## src/rtl/regfile_wrarb_pkg.sv

```systemverilog
// regfile_wrarb_pkg: shared regfile widths, zero-register index and write-port select encoding
package regfile_wrarb_pkg;
  localparam int DATA_W_DEF = 32;
  localparam int ADDR_W_DEF = 5;
  localparam logic [ADDR_W_DEF-1:0] REG_ZERO = '0;
  typedef enum logic [1:0] {SEL_NONE, SEL_HOLD, SEL_WB, SEL_MD} sel_e;
endpackage

```

## src/rtl/regfile_wrarb.sv

```systemverilog
// regfile_wrarb: shares the regfile write port between pipeline writeback and a held mul/div result
module regfile_wrarb
  import regfile_wrarb_pkg::*;
#(
  parameter int DATA_W     = DATA_W_DEF,
  parameter int ADDR_W     = ADDR_W_DEF,
  parameter int STARVE_MAX = 4
) (
  input  logic              clk,
  input  logic              reset,
  input  logic              wb_we,
  input  logic [ADDR_W-1:0] wb_reg,
  input  logic [DATA_W-1:0] wb_data,
  output logic              stall_o,
  input  logic              md_valid,
  output logic              md_ready,
  input  logic [ADDR_W-1:0] md_reg,
  input  logic [DATA_W-1:0] md_data,
  output logic              regwrite,
  output logic [ADDR_W-1:0] wreg,
  output logic [DATA_W-1:0] wdata
);
  logic              hold_valid_q, hold_valid_d;
  logic [ADDR_W-1:0] hold_reg_q, hold_reg_d;
  logic [DATA_W-1:0] hold_data_q, hold_data_d;
  logic [3:0]        starve_cnt_q, starve_cnt_d;
  logic              accept, drain, wb_hit, capture;
  sel_e              sel;
  always_comb begin
    md_ready = reset && !hold_valid_q;
    accept   = md_valid && md_ready;
    drain    = reset && hold_valid_q && starve_cnt_q == 4'(STARVE_MAX);
    stall_o  = drain;
    sel      = !reset      ? SEL_NONE :
               drain        ? SEL_HOLD :
               wb_we        ? SEL_WB   :
               hold_valid_q ? SEL_HOLD :
               accept       ? SEL_MD   : SEL_NONE;
    wreg     = sel == SEL_HOLD ? hold_reg_q  : sel == SEL_WB ? wb_reg  : sel == SEL_MD ? md_reg  : '0;
    wdata    = sel == SEL_HOLD ? hold_data_q : sel == SEL_WB ? wb_data : sel == SEL_MD ? md_data : '0;
    regwrite = sel != SEL_NONE && wreg != ADDR_W'(REG_ZERO);
    // a younger pipeline write to the held register makes the held value stale
    wb_hit   = sel == SEL_WB && hold_valid_q && wb_reg == hold_reg_q;
    capture  = sel == SEL_WB && accept && md_reg != ADDR_W'(REG_ZERO);
    hold_valid_d = (sel == SEL_HOLD || wb_hit) ? 1'b0 : capture ? 1'b1 : hold_valid_q;
    starve_cnt_d = (sel == SEL_HOLD || wb_hit) ? 4'd0 :
                   (sel == SEL_WB && hold_valid_q) ? starve_cnt_q + 4'd1 : starve_cnt_q;
    hold_reg_d   = capture ? md_reg  : hold_reg_q;
    hold_data_d  = capture ? md_data : hold_data_q;
  end
  always_ff @(posedge clk) begin
    if (!reset) begin
      hold_valid_q <= 1'b0;
      starve_cnt_q <= 4'd0;
    end else begin
      hold_valid_q <= hold_valid_d;
      starve_cnt_q <= starve_cnt_d;
    end
  end
  always_ff @(posedge clk) begin
    hold_reg_q  <= hold_reg_d;
    hold_data_q <= hold_data_d;
  end
endmodule
```

## config.mk

```make
export PLATFORM = sky130hd
export DESIGN_NAME = regfile_wrarb
export DESIGN_NICKNAME = d
export VERILOG_FILES = /design/src/rtl/regfile_wrarb_pkg.sv /design/src/rtl/regfile_wrarb.sv
export SDC_FILE = /design/constraint.sdc
export NUM_CORES = 1
export LEC_CHECK = 0
export CORE_MARGIN = 4
export CORE_UTILIZATION = 41
export CTS_BUF_LIST = sky130_fd_sc_hd__clkbuf_8
export DETAILED_ROUTE_END_ITERATION = 8
export PLACE_DENSITY_LB_ADDON = 0.3
export SYNTH_ARGS = -nofsm -noshare
export SYNTH_HDL_FRONTEND = slang
export SYNTH_SLANG_ARGS = --single-unit
```

## constraint.sdc

```tcl
create_clock -name clk -period 3.2 [get_ports clk]
set_input_delay 0.48 -clock clk [delete_from_list [all_inputs] [get_ports clk]]
set_output_delay 0.48 -clock clk [all_outputs]
set_load 0.05 [all_outputs]
```

==> summary.md, run 1 <==
| Metric | Value |
|---|---|
| Status | finished clean |
| CP endpoint kind | output pin |
| Synth cell types | 33 |
| Routed len/inst | 16.8 um |
| GPL Wtd Cong | 0.840 |
| Int Power | 1.03 mW |
| Setup-failing EPs final | 0 |
| Logic pwr share | 35.4% |
| Pwr/cell area | 363 nW/um^2 |
| Final instance area | 4080 um^2 |
| Post-Layout Cell Count | 410 |
| Post-Synthesis Cells | 212 |
| Routed wl met2 | 3590 um |
| Detailed Routing Iterations Pass 1 | 4 |
| Final hold slack | 0.558 ns |
| First-pass GRT wire length | 11300 um |
| Hold Startpoint | starve_cnt_q[1]$_SDFFE_PP0P_ |
| FF-to-FF setup slack | 0.97 ns |
| VDD IR max | 0.251 mV |
| Layout cells sized above 1 | 19.2% |
| Reg-to-Reg Start | starve_cnt_q[0]$_SDFFE_PP0P_ |
| Placed cells | 402 |
| Normalized max-slew margin | 65.1% |
| Vias per cell | 5.18 |
| Initial Util | 42.1% |
| DRT antenna net count | 0 |
| Max clock buf depth | 2 |
| FF+latch area | 1210 um^2 |
| Setup TNS | 0 ns |
| Pins Over Slew Limit | 0 |
| Placed cell area | 3990 um^2 |
| CTS tree | yes |
| Sequential share of power | 42.4% |
| Post-route DRC | 0 |
| Clock power frac | 22.1% |
| Syn Area/Cell | 10.9 um^2 |
| Root Buffer | clkbuf_8 |
| Final Skew | 0.00669 ns |
| Core Util, Final | 74.5% |
| Crit Path Max Fanout | 8 |
| Final wirelength | 6910 um |
| Final Cycle Share | 93.7% |
| Core area | 5470 um^2 |
| Sw Ratio | 30.5% |
| Register area share after synthesis | 52.6% |
| Total Routing Usage GR | 20.2% |
| Largest net degree at the start of global routing | 22 |
| Clk slew on worst S/H paths | 0.08 ns |
| Io pins | 118 |
| Final nets | 417 |
| I/O Buffers | 117 |
| Top sig layer | met4 |
| Top post-synthesis cells by area | edfxtp_1 48%, mux2i_1 16%, o21ai_0 8.0%, nand2_1 5.9%, dfxtp_1 4.3% |
| Die width | 83.0 um |
| Via Count | 2124 |
| R2r worst-path depth | 6 |
| Post-synth top area share | 48.2% |
| Worst slew pin tran | 0.522 ns |
| RSZ-0062 raised after global routing | false |
| Post-synthesis cell area | 2300 um^2 |
| Synth Net Count | 292 |
| Hold path depth | 2 |
| Cts bufs inserted | 5 |
| Setup Fix Bufs, Post-CTS | 0 |
| Antenna violations before repair | 0 |
| Startpoint Class | primary input |
| Clock tree sinks | 42 |
| Hpwl dp | 5310 um |
| Area of the multi-input gates | 1050 um^2 |
| MaxCap Viol Count | 0 |
| 1st-iter DRT viols | 94 |
| P&R area growth vs syn | 76.9% |
| Leakage | 1.43 nW |
| Largest area contributor in the synthesized netlist | edfxtp_1 |
| Htree depth | 2 |
| PnR worst setup slack | 0.203 ns |
| Wire length on met3 | 478 um |
| Number of global-route vias before repair | 2252 |
| Die area | 6880 um^2 |
| Wl on met1 | 2810 um |
| Final Power | 1.48 mW |
| Required time of the critical path | 2.72 ns |
| Final hold violations | 0 |
| Post-layout min period | 3.00 ns |
| Worst R2R End | hold_data_q[28]$_DFFE_PP_ |
| Chip height | 83.0 um |
| Clk_lat worst skew | 0.29 ns |
| GRT Residual Overflow | 0 |
| Ys Warns | 0 |
| Psw | 0.451 mW |
| Critical setup path kind | in2out |
| Filler Cell Count | 398 |
| Hold/Removal Path Class | reg2reg |
| Hold Crit Endpoint | starve_cnt_q[1]$_SDFFE_PP0P_ |
| #FFs+latches synth | 42 |
| Fmax | 334 MHz |
| Rows | 27 |
| Antenna diodes | 0 |
| DP Worst Slack | 0.129 ns |
| CP arrival | 2.52 ns |
[synthesized netlist by cell type (all sizes together)]
cell / number
and2b: 1
xnor2: 4
nor2: 12
nand3: 3
or4b: 1
a21o: 1
xor2: 4
nor4: 1
and2: 1
a21oi: 3
nor2b: 2
a31oi: 1
buf: 4
a2111oi: 1
o21ai: 38
nand2b: 1
dfxtp: 5
o211ai: 1
o21bai: 1
inv: 4
or4: 1
clkbuf: 6
nand4: 1
mux2i: 36
nand3b: 1
nand2: 36
o221ai: 1
edfxtp: 37
ha: 2
or2: 2
[power groups by stage]
stage / Sequential (mW) / Combinational, mW / Clock [mW]
CTS: 0.628 / 0.528 / 0.341
global placement: 0.640 / 0.520 / 0
detailed placement: 0.641 / 0.527 / 0
global route: 0.631 / 0.548 / 0.361
finish: 0.628 / 0.525 / 0.328
floorplan: 0.640 / 0.228 / 0
[metal layers]
metal  track usage [%]  vias to the layer above
met2              35.9                       88
li1                  -                     1018
met5                 0                        -
met4              4.01                        0
met1              24.8                     1016
met3              4.96                        2
[worst max-delay path: stages]
cell and delay, ns:
clkdlybuf4s50_1 0.46, buf_4 0.18, o221ai_4 0.30, a21oi_2 0.07
a2111oi_2 0.33, or4b_1 0.48, buf_4 0.21
[cell usage in the layout, fill, tap and decap left out, drive strengths merged, types with 2 or more instances in the layout]
cell type,count
mux2i,36
clkbuf,5
nand3,3
edfxtp,37
xor2,4
buf,49
nor2b,2
nand2,36
o21ai,38
or2,2
a21oi,3
dfxtp,5
clkinv,2
nor2,12
inv,5
clkdlybuf4s50,78
ha,2
xnor2,4
[worst max path at each step]
stage	start	endpoint	depth (start not counted)
floorplan	wb_we	regwrite	5
global placement	reset	regwrite	7
detailed placement	reset	regwrite	7
CTS	reset	regwrite	7
global route	wb_we	regwrite	7
finish	wb_we	regwrite	7
[area by class of cell]
type                       instances  area share [%]
timing repair buffer             128            39.9
clock buffer                       5            1.69
sequential                        42            29.7
inverter                           4           0.368
multi-input combinational        156            25.9
clock inverter                     3           0.307
tap                               72            2.21
[flip-flops by register name (all words and copies together) (netlist names)]
| signal | cells |
|---|---|
| hold_data_q | 32 |
| hold_reg_q | 5 |
| starve_cnt_q | 4 |
| hold_valid_q | 1 |
[timing repair]
item	CTS	global route
gates resized for setup	0	1
setup endpoints to repair	0	1
hold buffers	0	0
[cell families (layout without fill, tap and decap cells)]
logic type / Yosys count / after routing / synth area share [%]
multiplexers: 36 / 36 / 15.6
adder cells (fa/ha/maj): 2 / 2 / 1.09
flip-flops: 42 / 42 / 52.6
buffers and inverters: 14 / 140 / 2.50
XOR/XNOR: 8 / 8 / 3.04
AO/OA/AOI/OAI: 47 / 47 / 12.1
AND/OR/NAND/NOR: 63 / 63 / 13.0
No activity file was read; power rests on OpenSTA's default activity.
==> run 2: changes to the inputs <==
==> constraint.sdc (replaced) <==
create_clock -name clk -period 3.2 [get_ports clk]
set_input_delay 0.64 -clock clk [delete_from_list [all_inputs] [get_ports clk]]
set_output_delay 0.64 -clock clk [all_outputs]
set_load 0.05 [all_outputs]
==> run 2 against run 1 <==
Register-to-register slack got worse by 0.04 ns. Power increased by 12%. Clock power increased by 51%. Clock skew decreased by 0.0034 ns. Die area unchanged. Final cell count increased by 1.2%. Sequential share of layout area decreased by 0.89 points. Global-route usage decreased by 0.27 points. Core utilization increased by 2.3 points. Largest cell class unchanged.
==> summary.md, run 2 (synthesized netlist as in run 1, its figures left out) <==
| Metric | Value |
|---|---|
| Layout cells sized above 1 | 22.2% |
| Post-layout min period | 3.15 ns |
| Core area | 5470 um^2 |
| Setup Fix Bufs, Post-CTS | 0 |
| Hold/Removal Path Class | reg2reg |
| DRT antenna net count | 0 |
| Number of global-route vias before repair | 2148 |
| 1st-iter DRT viols | 84 |
| Final wirelength | 6830 um |
| Cts bufs inserted | 5 |
| Filler Cell Count | 399 |
| Leakage | 1.50 nW |
| Clk slew on worst S/H paths | 0.08 ns |
| Final nets | 422 |
| Max clock buf depth | 2 |
| Chip height | 83.0 um |
| Pins Over Slew Limit | 0 |
| I/O Buffers | 117 |
| Detailed Routing Iterations Pass 1 | 4 |
| CP arrival | 2.51 ns |
| Root Buffer | clkbuf_8 |
| Worst slew pin tran | 1.11 ns |
| Status | finished clean |
| Startpoint Class | primary input |
| Clock tree sinks | 42 |
| Rows | 27 |
| Htree depth | 2 |
| Vias per cell | 5.02 |
| Normalized max-slew margin | 25.8% |
| Critical path's slowest cell | or4b_4 |
| Antenna diodes | 0 |
| First-pass GRT wire length | 11100 um |
| Leading cell type in the layout, fill and taps excluded | clkdlybuf4s50_1 |
| CP max stage delay | 0.54 ns |
| Die width | 83.0 um |
| Hpwl dp | 5150 um |
| MaxCap Viol Count | 0 |
| CP endpoint | regwrite |
| Routed len/inst | 16.5 um |
| Top Registers | hold_data_q: 32 flops, hold_reg_q: 5 flops, starve_cnt_q: 4 flops |
| Core Util, Final | 76.7% |
| Pwr/cell area | 395 nW/um^2 |
| Antenna violations before repair | 0 |
| CTS tree | yes |
| Initial Util | 42.1% |
| Placed cells | 407 |
| FF-to-FF setup slack | 0.93 ns |
| CP cell instances | clkdlybuf4s50_1 > nand2b_2 > nor2_4 > mux2i_1 > o21ai_1 > or4b_4 > buf_6 |
| Final Cycle Share | 98.6% |
| GRT Residual Overflow | 0 |
| Die area | 6880 um^2 |
| Critical Path Start | wb_we |
| Via Count | 2082 |
| Io pins | 118 |
| Area of the multi-input gates | 1080 um^2 |
| Final Skew | 0.00332 ns |
| R2r worst-path depth | 5 |
| Hold path depth | 2 |
| Fmax | 317 MHz |
| VDD IR max | 0.271 mV |
| Most frequent cells in the layout | 75 x clkdlybuf4s50_1, 38 x buf_12, 37 x edfxtp_1 |
| Post-Layout Cell Count | 415 |
| Final Power | 1.66 mW |
| Reg-to-Reg Start | starve_cnt_q[0]$_SDFFE_PP0P_ |
| CP endpoint kind | output pin |
| Clk_lat worst skew | 0.29 ns |
| Worst R2R End | hold_data_q[9]$_DFFE_PP_ |
| Top reg by flops | hold_data_q |
| Required time of the critical path | 2.56 ns |
| Post-route DRC | 0 |
| Largest net degree at the start of global routing | 39 |
| Final hold violations | 0 |
| Setup TNS | 0 ns |
| P&R area growth vs syn | 82.3% |
| Critical setup path kind | in2out |
| GPL Wtd Cong | 0.839 |
| Crit Path Max Fanout | 6 |
| Setup-failing EPs final | 0 |
| Total Routing Usage GR | 19.9% |
| Number of flip-flops in the largest register | 32 |
| RSZ-0062 raised after global routing | true |
| Final hold slack | 0.532 ns |
| FF+latch area | 1210 um^2 |
run 2: cell type report:
type                       count  area share (%)
clock inverter                 3            1.52
clock buffer                   5            1.64
tap                           72            2.14
timing repair buffer         133            39.8
multi-input combinational    156            25.7
sequential                    42            28.8
inverter                       4           0.357
run 2: worst min-delay path by stage:
stage	startpoint	end	slack, ns
after floorplan	starve_cnt_q[3]$_SDFFE_PP0P_	starve_cnt_q[3]$_SDFFE_PP0P_	0.48
after global placement	starve_cnt_q[3]$_SDFFE_PP0P_	starve_cnt_q[3]$_SDFFE_PP0P_	0.50
after detailed placement	starve_cnt_q[3]$_SDFFE_PP0P_	starve_cnt_q[3]$_SDFFE_PP0P_	0.52
after CTS	starve_cnt_q[3]$_SDFFE_PP0P_	starve_cnt_q[3]$_SDFFE_PP0P_	0.54
after global routing	starve_cnt_q[3]$_SDFFE_PP0P_	starve_cnt_q[3]$_SDFFE_PP0P_	0.58
final	starve_cnt_q[3]$_SDFFE_PP0P_	starve_cnt_q[3]$_SDFFE_PP0P_	0.53
run 2: critical path: cells and delay by family:
kind                   cells  cell delay (ns)
muxes                      1             0.22
buffers and inverters      2             0.58
and+or+nand+nor            3             0.97
AOI/OAI and AO/OA          1             0.09
run 2: report_power, final:
group          leakage, nW  internal [mW]  switching, mW  total, mW
clock               0.0658          0.309          0.186      0.494
combinational         1.05          0.271          0.265      0.536
sequential           0.382          0.621        0.00839      0.629
run 2: repair_timing:
item | CTS | global route
pin swaps | 1 | 2
resized for setup | 2 | 7
endpoints found under the setup margin | 1 | 16
endpoints found under the hold margin | 0 | 0
hold buffers | 0 | 0
run 2: metal layers:
layer / GRT usage, % / share of wire (%) / up-vias
met1: 25.5 / 42 / 959
met2: 33.9 / 50 / 86
li1: - / - / 1029
met3: 4.17 / 6.4 / 8
met4: 5.79 / 1.5 / 0
met5: 0 / 0 / -
run 2: metrics by stage:
stage	worst slack, ns	area, um^2
after global placement	0.00640	4040
after detailed placement	-0.0188	4040
after global routing	-0.0227	4200
after CTS	0.00607	4170
final	0.0455	4200
after floorplan	0.0122	2300
